==> src/rtl/div_pkg.sv <==
// div_pkg: shared op/state encodings and special-case constants for the sequential divider
package div_pkg;
  typedef enum logic [1:0] {DIV = 2'b00, DIVU = 2'b01, REM = 2'b10, REMU = 2'b11} div_op_e;
  typedef enum logic [1:0] {IDLE, CALC, FIX, DONE} div_state_e;
  localparam logic [31:0] DIV_BY_ZERO_Q = '1;
  localparam logic [31:0] INT_MIN = 32'h8000_0000;
endpackage

==> src/rtl/div_iter_datapath.sv <==
// div_iter_datapath: restoring-division registers, one quotient bit per step
module div_iter_datapath #(
  parameter int XLEN = 32
) (
  input  logic            clk,
  input  logic            rst,
  input  logic            load,
  input  logic            step,
  input  logic [XLEN-1:0] dividend,
  input  logic [XLEN-1:0] divisor,
  output logic [XLEN-1:0] quo,
  output logic [XLEN-1:0] rem
);
  logic [XLEN:0]   r;
  logic [XLEN-1:0] q, d;
  logic [XLEN+1:0] diff;
  // shift the next dividend bit into R, then trial-subtract; the top bit is the borrow
  assign diff = {r, q[XLEN-1]} - {2'b00, d};
  always_ff @(posedge clk) begin
    if (!rst) begin
      r <= '0;
      q <= '0;
      d <= '0;
    end else if (load) begin
      r <= '0;
      q <= dividend;
      d <= divisor;
    end else if (step) begin
      r <= diff[XLEN+1] ? {r[XLEN-1:0], q[XLEN-1]} : diff[XLEN:0];
      q <= {q[XLEN-2:0], ~diff[XLEN+1]};
    end
  end
  assign quo = q;
  assign rem = r[XLEN-1:0];
endmodule

==> src/rtl/div_seq_unit.sv <==
// div_seq_unit: RV32M divide/remainder functional unit with its own sequencing FSM
module div_seq_unit
  import div_pkg::*;
#(
  parameter int XLEN  = 32,
  parameter int TAG_W = 6,
  parameter int CNT_W = $clog2(XLEN)
) (
  input  logic             clk,
  input  logic             rst,
  input  logic             issue_valid,
  input  logic [1:0]       issue_op,
  input  logic [XLEN-1:0]  issue_rs1,
  input  logic [XLEN-1:0]  issue_rs2,
  input  logic [TAG_W-1:0] issue_tag,
  input  logic             flush,
  input  logic             div_done,
  output logic             div_busy,
  output logic             div_ready,
  output logic [XLEN-1:0]  div_result,
  output logic [TAG_W-1:0] div_tag
);
  div_state_e       state, state_n;
  div_op_e          op_q;
  logic [CNT_W-1:0] cnt;
  logic [TAG_W-1:0] tag_q;
  logic             sign_q, sign_r;
  logic             is_signed, accept, by_zero, ovf, special, load, step;
  logic [XLEN-1:0]  abs1, abs2, special_res, quo, rem, q_fix, r_fix;
  assign is_signed   = ~issue_op[0];
  assign accept      = (state == IDLE) & issue_valid & ~flush;
  assign by_zero     = issue_rs2 == '0;
  assign ovf         = is_signed & (issue_rs1 == INT_MIN) & (issue_rs2 == '1);
  assign special     = by_zero | ovf;
  assign special_res = issue_op[1] ? (ovf ? '0 : issue_rs1) : (ovf ? INT_MIN : DIV_BY_ZERO_Q);
  assign abs1        = (is_signed & issue_rs1[XLEN-1]) ? -issue_rs1 : issue_rs1;
  assign abs2        = (is_signed & issue_rs2[XLEN-1]) ? -issue_rs2 : issue_rs2;
  assign load        = accept & ~special;
  assign step        = state == CALC;
  assign q_fix       = sign_q ? -quo : quo;
  assign r_fix       = sign_r ? -rem : rem;
  assign div_busy    = state != IDLE;
  assign div_ready   = state == DONE;
  div_iter_datapath #(.XLEN(XLEN)) u_dp (
    .clk      (clk),
    .rst      (rst),
    .load     (load),
    .step     (step),
    .dividend (abs1),
    .divisor  (abs2),
    .quo      (quo),
    .rem      (rem)
  );
  always_comb begin
    state_n = state;
    case (state)
      IDLE: state_n = accept ? (special ? DONE : CALC) : IDLE;
      CALC: state_n = (cnt == CNT_W'(XLEN - 1)) ? FIX : CALC;
      FIX:  state_n = DONE;
      DONE: state_n = div_done ? IDLE : DONE;
    endcase
    if (flush) state_n = IDLE;
  end
  always_ff @(posedge clk) begin
    if (!rst) state <= IDLE;
    else state <= state_n;
  end
  always_ff @(posedge clk) begin
    if (!rst) begin
      cnt    <= '0;
      op_q   <= DIV;
      tag_q  <= '0;
      sign_q <= 1'b0;
      sign_r <= 1'b0;
    end else if (accept) begin
      cnt    <= '0;
      op_q   <= div_op_e'(issue_op);
      tag_q  <= issue_tag;
      sign_q <= is_signed & (issue_rs1[XLEN-1] ^ issue_rs2[XLEN-1]);
      sign_r <= is_signed & issue_rs1[XLEN-1];
    end else if (step) begin
      cnt <= cnt + 1'b1;
    end
  end
  always_ff @(posedge clk) begin
    if (!rst) begin
      div_result <= '0;
      div_tag    <= '0;
    end else if (accept & special) begin
      div_result <= special_res;
      div_tag    <= issue_tag;
    end else if (state == FIX) begin
      div_result <= (op_q == REM || op_q == REMU) ? r_fix : q_fix;
      div_tag    <= tag_q;
    end
  end
endmodule

==> config.mk <==
export PLATFORM = sky130hd
export DESIGN_NAME = div_seq_unit
export DESIGN_NICKNAME = d
export VERILOG_FILES = /design/src/rtl/div_pkg.sv /design/src/rtl/div_iter_datapath.sv /design/src/rtl/div_seq_unit.sv
export SDC_FILE = /design/constraint.sdc
export NUM_CORES = 1
export LEC_CHECK = 0
export CORE_MARGIN = 3
export CORE_UTILIZATION = 35
export DETAILED_ROUTE_END_ITERATION = 12
export PLACE_DENSITY = 0.51
export SYNTH_ARGS = -nofsm -noshare
export SYNTH_HDL_FRONTEND = slang
export SYNTH_SLANG_ARGS = --single-unit
==> constraint.sdc <==
create_clock -name clk -period 4.1 [get_ports clk]
set_input_delay 0.82 -clock clk [delete_from_list [all_inputs] [get_ports clk]]
set_output_delay 0.82 -clock clk [all_outputs]
set_load 0.01 [all_outputs]
==> results.tsv, run 1 <==
metric	value	unit
core area	30200	um^2
hold endpoint	tag_q[2]	
Slew HR	27.6	%
setup tns final	0	ps
DRC	0	
Core Rows	63	
Initial Utilization	36.1	%
top-area cell type share of the netlist area	27.7	%
Slowest cell on crit path	or4_4	
Routed wire per std cell	20.1	um
H-Tree Depth	4	
main flop type after synthesis	dfxtp_1	
R2R setup slack	660	ps
Clock Latency Late Sink	430	ps
drt via density	5.66	
Nets	1686	
hold path depth	2	
synth warn	0	
Yosys reg bits	151	
total of max-cap violations	0	
clock transition at the registers of the reported paths	70	ps
vias	11200	
hold crit path type	flop to flop	
layout cells sized above 1	7.84	%
Fmax achieved	0.271	GHz
# hold bufs at CTS	0	
first-pass GRT wire length	60800	um
Die W	182	um
hpwl dp	30200	um
Pins Over Slew Limit	0	
IO buf count	116	
dominant cells by area after synthesis	dfxtp_1 (28%), a21oi_1 (7.2%), xnor2_1 (6.4%)	
crit-path cells	clkdlybuf4s50_1 -> nor4_1 -> nand2_1 -> or4_4 -> or3_4 -> nor4_4 -> buf_4 -> and2_1 -> buf_12 -> o21ai_1 -> a2111oi_2	
Detail Route Antenna Nets	0	
WL final	39700	um
Crit. End Element	flop	
Setup CP Type	input port to flop	
Post-DP Area	12800	um^2
Die Height	182	um
Final setup viols	0	
status	finished clean	
postcts setup bufs	0	
worst-case reg-to-reg path depth	11	
CTS root buffer	clkbuf_16	
FILL cells	3106	
CTS buffer count	17	
register area	3020	um^2
largest area contributor in the netlist	dfxtp_1	
RePlAce Congestion	0.909	
mean post-synth cell area	7.50	um^2
CTS tree	built	
total congestion overflow	0	
Slew @ Worst Pin	1090	ps
Area Growth Syn to Fin	23.4	%
Async SR Flop Fraction	0	%
Peak VDD IR	0.235	mV
final number of hold-violating endpoints	0	
synthesized area	10900	um^2
fin area	13400	um^2
slowest cell delay on critical path	540	ps
post-synthesis sequential area ratio	27.7	%
vias in the first global route	10300	
min Tclk post-route	3690	ps
synth unique cells	65	
RSZ-0062 raised after global routing	no	
Post-Syn Nets	1570	
period utilization	90.1	%
pwr dens	351	nW/um^2
clock sinks	151	
clk_skew	17.4	ps
die area	33300	um^2
initial antenna violation count	0	
Total Routing Usage GR	23.0	%
largest net degree at the start of global routing	103	
Resized cells post-CTS	0	
I/O pin count	117	
CP Launch Type	input port	
crit path buf inv count	3	
R2R Path End	u_dp.r[25]	
Critical Path AT	4010	ps
Worst Path Max Fanout	29	
Ant. Diodes	0	
Pre-Repair DR Iteration Count	5	
area occupied by multi-input gates	7340	um^2
crit-path leading delay family	simple AND/OR/NAND/NOR gates	
Clock Path Buffers	2	
Syn Inst Count	1453	
Post-synth EDFFs	0	
Worst Path Required	4420	ps
LEAKAGE	4.99	nW
number of DRC markers in iteration 0	936	
Reg-to-Reg Start	u_dp.r[5]	
Critical Path Start	issue_rs2[2]	
hold path start	tag_q[2]	
## routing by layer
metal | GRT usage (%) | vias up | part of all wire, %
li1 | - | 5496 | -
met1 | 34.4 | 5277 | 49
met2 | 33.3 | 364 | 42
met3 | 5.82 | 26 | 7.4
met4 | 4.66 | 0 | 1.3
met5 | 0 | - | 0
## how the worst max path moves through the flow
stage | end | slack (ps) | depth (start not counted)
floorplan | div_result[10] | 790 | 8
global placement | div_result[10] | 80 | 11
detailed placement | div_result[10] | 9 | 11
CTS | div_result[10] | 450 | 11
global route | div_result[10] | 340 | 11
finish | div_result[10] | 410 | 11
## worst register-to-register path: stages, from the launching register on
cell	delay, ps
dfxtp_1	440
ha_1	350
a41o_1	280
a221oi_1	440
nor3_1	110
a211o_1	380
a31o_2	280
xor2_4	370
buf_12	280
nor2b_1	90
a31oi_1	210
a21oi_1	100
## metrics by stage
step / setup WS (ps) / util [%] / std cells / hold WS, ps / power (mW)
floorplan: 790 / - / 1453 / 432 / 2.61
global placement: 85.0 / 42.6 / 1940 / 442 / 3.09
detailed placement: 9.11 / 42.6 / 1940 / 451 / 3.10
CTS: 448 / 44.5 / 1972 / 461 / 4.74
global route: 339 / 44.5 / 1972 / 485 / 4.96
finish: 406 / 44.5 / 1972 / 456 / 4.71
## Yosys cell counts (all sizes together), types with 2 or more instances
library cell / number
a2111oi: 4
a211o: 3
a211oi: 50
a21boi: 3
a21o: 13
a21oi: 157
a221oi: 3
a22oi: 34
a311oi: 5
a31oi: 10
a41o: 2
and2: 8
and3: 8
buf: 21
clkbuf: 69
dfxtp: 151
ha: 39
inv: 53
mux2i: 31
nand2: 143
nand2b: 18
nand3: 10
nand3b: 2
nand4: 14
nor2: 115
nor2b: 14
nor3: 41
nor3b: 5
nor4: 17
o211ai: 12
o21a: 6
o21ai: 145
o21bai: 6
o221ai: 9
o22ai: 2
o31ai: 32
o41ai: 12
or2: 4
or3: 10
or4: 12
xnor2: 80
xor2: 68
## cells in the final DEF (no fill, tap or decap), types with 52 or more instances in the layout
cell             Yosys  layout
inv_1               53      52
o21ai_0            112     112
nand2_1            143     143
clkdlybuf4s50_1      0     116
xor2_1              68      67
nor2_1             114     114
a21oi_1            157     157
xnor2_1             80      80
dfxtp_1            151     151
buf_4                3      63
## power by group
| part | total, mW | switching (mW) | internal (mW) |
|---|---|---|---|
| Clock | 1.63 | 0.744 | 0.883 |
| Combinational | 1.48 | 0.870 | 0.614 |
| Sequential | 1.60 | 0.0748 | 1.53 |
| Total | 4.71 | 1.69 | 3.03 |
## cells by family after synthesis
kind of cell,count (synthesis),share of synthesized area (%)
AO/OA/AOI/OAI,518,29.4
AND/OR/NAND/NOR,422,18.3
flip-flops,151,27.7
XOR/XNOR,148,11.9
buffers and inverters,143,5.19
adder cells (fa/ha/maj),40,4.66
multiplexers,31,2.85
## registers in the layout, indices dropped and copies added (netlist names)
signal	count
cnt	5
div_result	32
div_tag	6
op_q	1
sign_q	1
sign_r	1
state	2
tag_q	6
u_dp.d	32
u_dp.quo	32
u_dp.r	33
## area by class of cell
cell class	count	area share (%)
Multi-Input combinational cell	1159	54.6
Sequential cell	151	22.5
Timing Repair Buffer	187	13.3
Tap cell	390	3.63
Clock buffer	18	3.27
Inverter	53	1.48
Clock inverter	14	1.17
Power figures use the tool's default switching activity.
==> run 2: changes to the inputs <==
--- a/config.mk
+++ b/config.mk
@@ -6,9 +6,9 @@
 export NUM_CORES = 1
 export LEC_CHECK = 0
 export CORE_MARGIN = 3
-export CORE_UTILIZATION = 35
+export CORE_UTILIZATION = 50
 export DETAILED_ROUTE_END_ITERATION = 12
-export PLACE_DENSITY = 0.51
+export PLACE_DENSITY = 0.69
 export SYNTH_ARGS = -nofsm -noshare
 export SYNTH_HDL_FRONTEND = slang
 export SYNTH_SLANG_ARGS = --single-unit
==> run 2 against run 1 <==
Non-clock buffer count is 11 lower. Sequential power hardly changed. Flip-flop and latch count stayed put. Fmax is 1.3% higher. Setup slack better by 48 ps. Combinational power hardly changed. First-iteration DRC count is 48% higher. Total power is 1.6% lower. Routed wire length is 7.9% lower. Clock power is 4% lower. Highest routed layer unchanged.
==> results.tsv, run 2 (same netlist as run 1, synthesis figures left out) <==
metric	value	unit	change
clock transition at the registers of the reported paths	70	ps	about the same
number of flip-flops in the largest register	33		unchanged
total congestion overflow	0		unchanged
Die Height	154	um	-16%
commonest non-fill, non-tap cell in the layout	a21oi_1		
Resized cells post-CTS	0		unchanged
hold crit path type	flop to flop		
first-pass GRT wire length	57200	um	-5.8%
Biggest register	u_dp.r		
final number of hold-violating endpoints	0		unchanged
total of max-cap violations	0		unchanged
Final setup viols	0		unchanged
Routed wire per std cell	19.8	um	-1.6%
Core Rows	53		-16%
setup tns final	0	ps	unchanged
# hold bufs at CTS	0		unchanged
Slew HR	27.8	%	+0.23 points
die area	23600	um^2	-29%
RSZ-0062 raised after global routing	no		
RePlAce Congestion	0.986		+8.5%
I/O pin count	117		unchanged
IO buf count	116		unchanged
WL final	36600	um	-7.9%
DRC	0		unchanged
period utilization	88.9	%	-1.2 points
layout cells sized above 1	7.07	%	-0.77 points
Tot Pwr	4.64	mW	-1.6%
pwr dens	352	nW/um^2	+0.46%
Crit. End Element	flop		
FILL cells	1960		-37%
Initial Utilization	51.3	%	+15 points
CTS buffer count	17		unchanged
vias	11500		+2.6%
Pre-Repair DR Iteration Count	6		+1
number of DRC markers in iteration 0	1383		+48%
postcts setup bufs	0		unchanged
CP Launch Type	input port		
Clock Latency Late Sink	440	ps	about the same
Nets	1675		-0.65%
Critical Path Start	issue_rs2[2]		
Setup CP Type	input port to flop		
CTS root buffer	clkbuf_16		
Worst Path Max Fanout	26		-10%
initial antenna violation count	0		unchanged
clock sinks	151		unchanged
Ant. Diodes	0		unchanged
commonest non-fill, non-tap cells in the layout	a21oi_1 (157), dfxtp_1 (151), nand2_1 (143), clkdlybuf4s50_1 (116), nor2_1 (114)		
Worst Path Required	4430	ps	about the same
Area Growth Syn to Fin	20.8	%	
Total Routing Usage GR	30.0	%	+7.0 points
largest net degree at the start of global routing	79		-23%
min Tclk post-route	3650	ps	-48.5 ps
Slew @ Worst Pin	1080	ps	-3.51 ps
core area	21200	um^2	-30%
drt via density	6.20		+9.6%
Reg-to-Reg Start	u_dp.r[6]		
LEAKAGE	4.90	nW	-1.7%
clk_skew	10.7	ps	-6.74 ps
Critical Path AT	3980	ps	-30 ps
CTS tree	built		
status	finished clean		
hpwl dp	27700	um	-8.5%
Fmax achieved	0.274	GHz	+1.3%
H-Tree Depth	4		unchanged
Clock Path Buffers	2		unchanged
Detail Route Antenna Nets	0		unchanged
hold path start	tag_q[5]		
Die W	154	um	-16%
vias in the first global route	10400		+0.53%
Peak VDD IR	0.279	mV	+19%
Pins Over Slew Limit	0		unchanged
## run 2: area by class of cell
class	instances	area (um^2)	area share, %
flip-flops and latches	151	3020	23.0
inverters	53	199	1.51
clock inverters	13	136	1.04
repair buffers	176	1690	12.8
well taps	275	344	2.61
multi-input cells	1159	7340	55.8
clock buffers	19	433	3.29
## run 2: routing by layer
layer / wire length (um) / track usage (%) / up-vias / share of wire, %
li1: - / - / 5481 / -
met1: 17000 / 46.5 / 5387 / 47
met2: 15700 / 44.2 / 552 / 43
met3: 3490 / 4.98 / 32 / 9.5
met4: 357 / 5.26 / 0 / 0.98
met5: 0 / 0 / - / 0
## run 2: worst paths after layout
check | to | slack [ps] | depth (start not counted)
hold / removal | tag_q[5] | 460 | 2
hold reg to reg | tag_q[5] | 460 | 2
setup / recovery | div_result[10] | 450 | 10
setup reg to reg | u_dp.r[21] | 620 | 10
## run 2: per-stage QoR
step	worst slack, ps	std cells	cell area [um^2]	hold WS [ps]	util, %
after global placement	91.5	1814	12600	443	59.4
after detailed placement	26.8	1814	12600	447	59.4
after global routing	257	1846	13200	475	62.0
after CTS	468	1846	13200	458	62.0
after floorplan	790	1453	10900	432	-
final	455	1846	13200	459	62.0
## run 2: critical path, cell delays in order
cell             delay [ps]
clkdlybuf4s50_1         420
nor4_1                  390
nand2_1                 130
or4_4                   530
or3_4                   440
nor4_4                  250
and2_1                  310
buf_12                  190
o21ai_1                 100
a2111oi_2               390
## run 2: power by group
part / total (mW) / switching (mW) / leakage [nW] / internal, mW
Clock: 1.56 / 0.708 / 0.269 / 0.855
Sequential: 1.62 / 0.0870 / 1.23 / 1.53
Combinational: 1.46 / 0.849 / 3.40 / 0.610
Total: 4.64 / 1.64 / 4.90 / 2.99
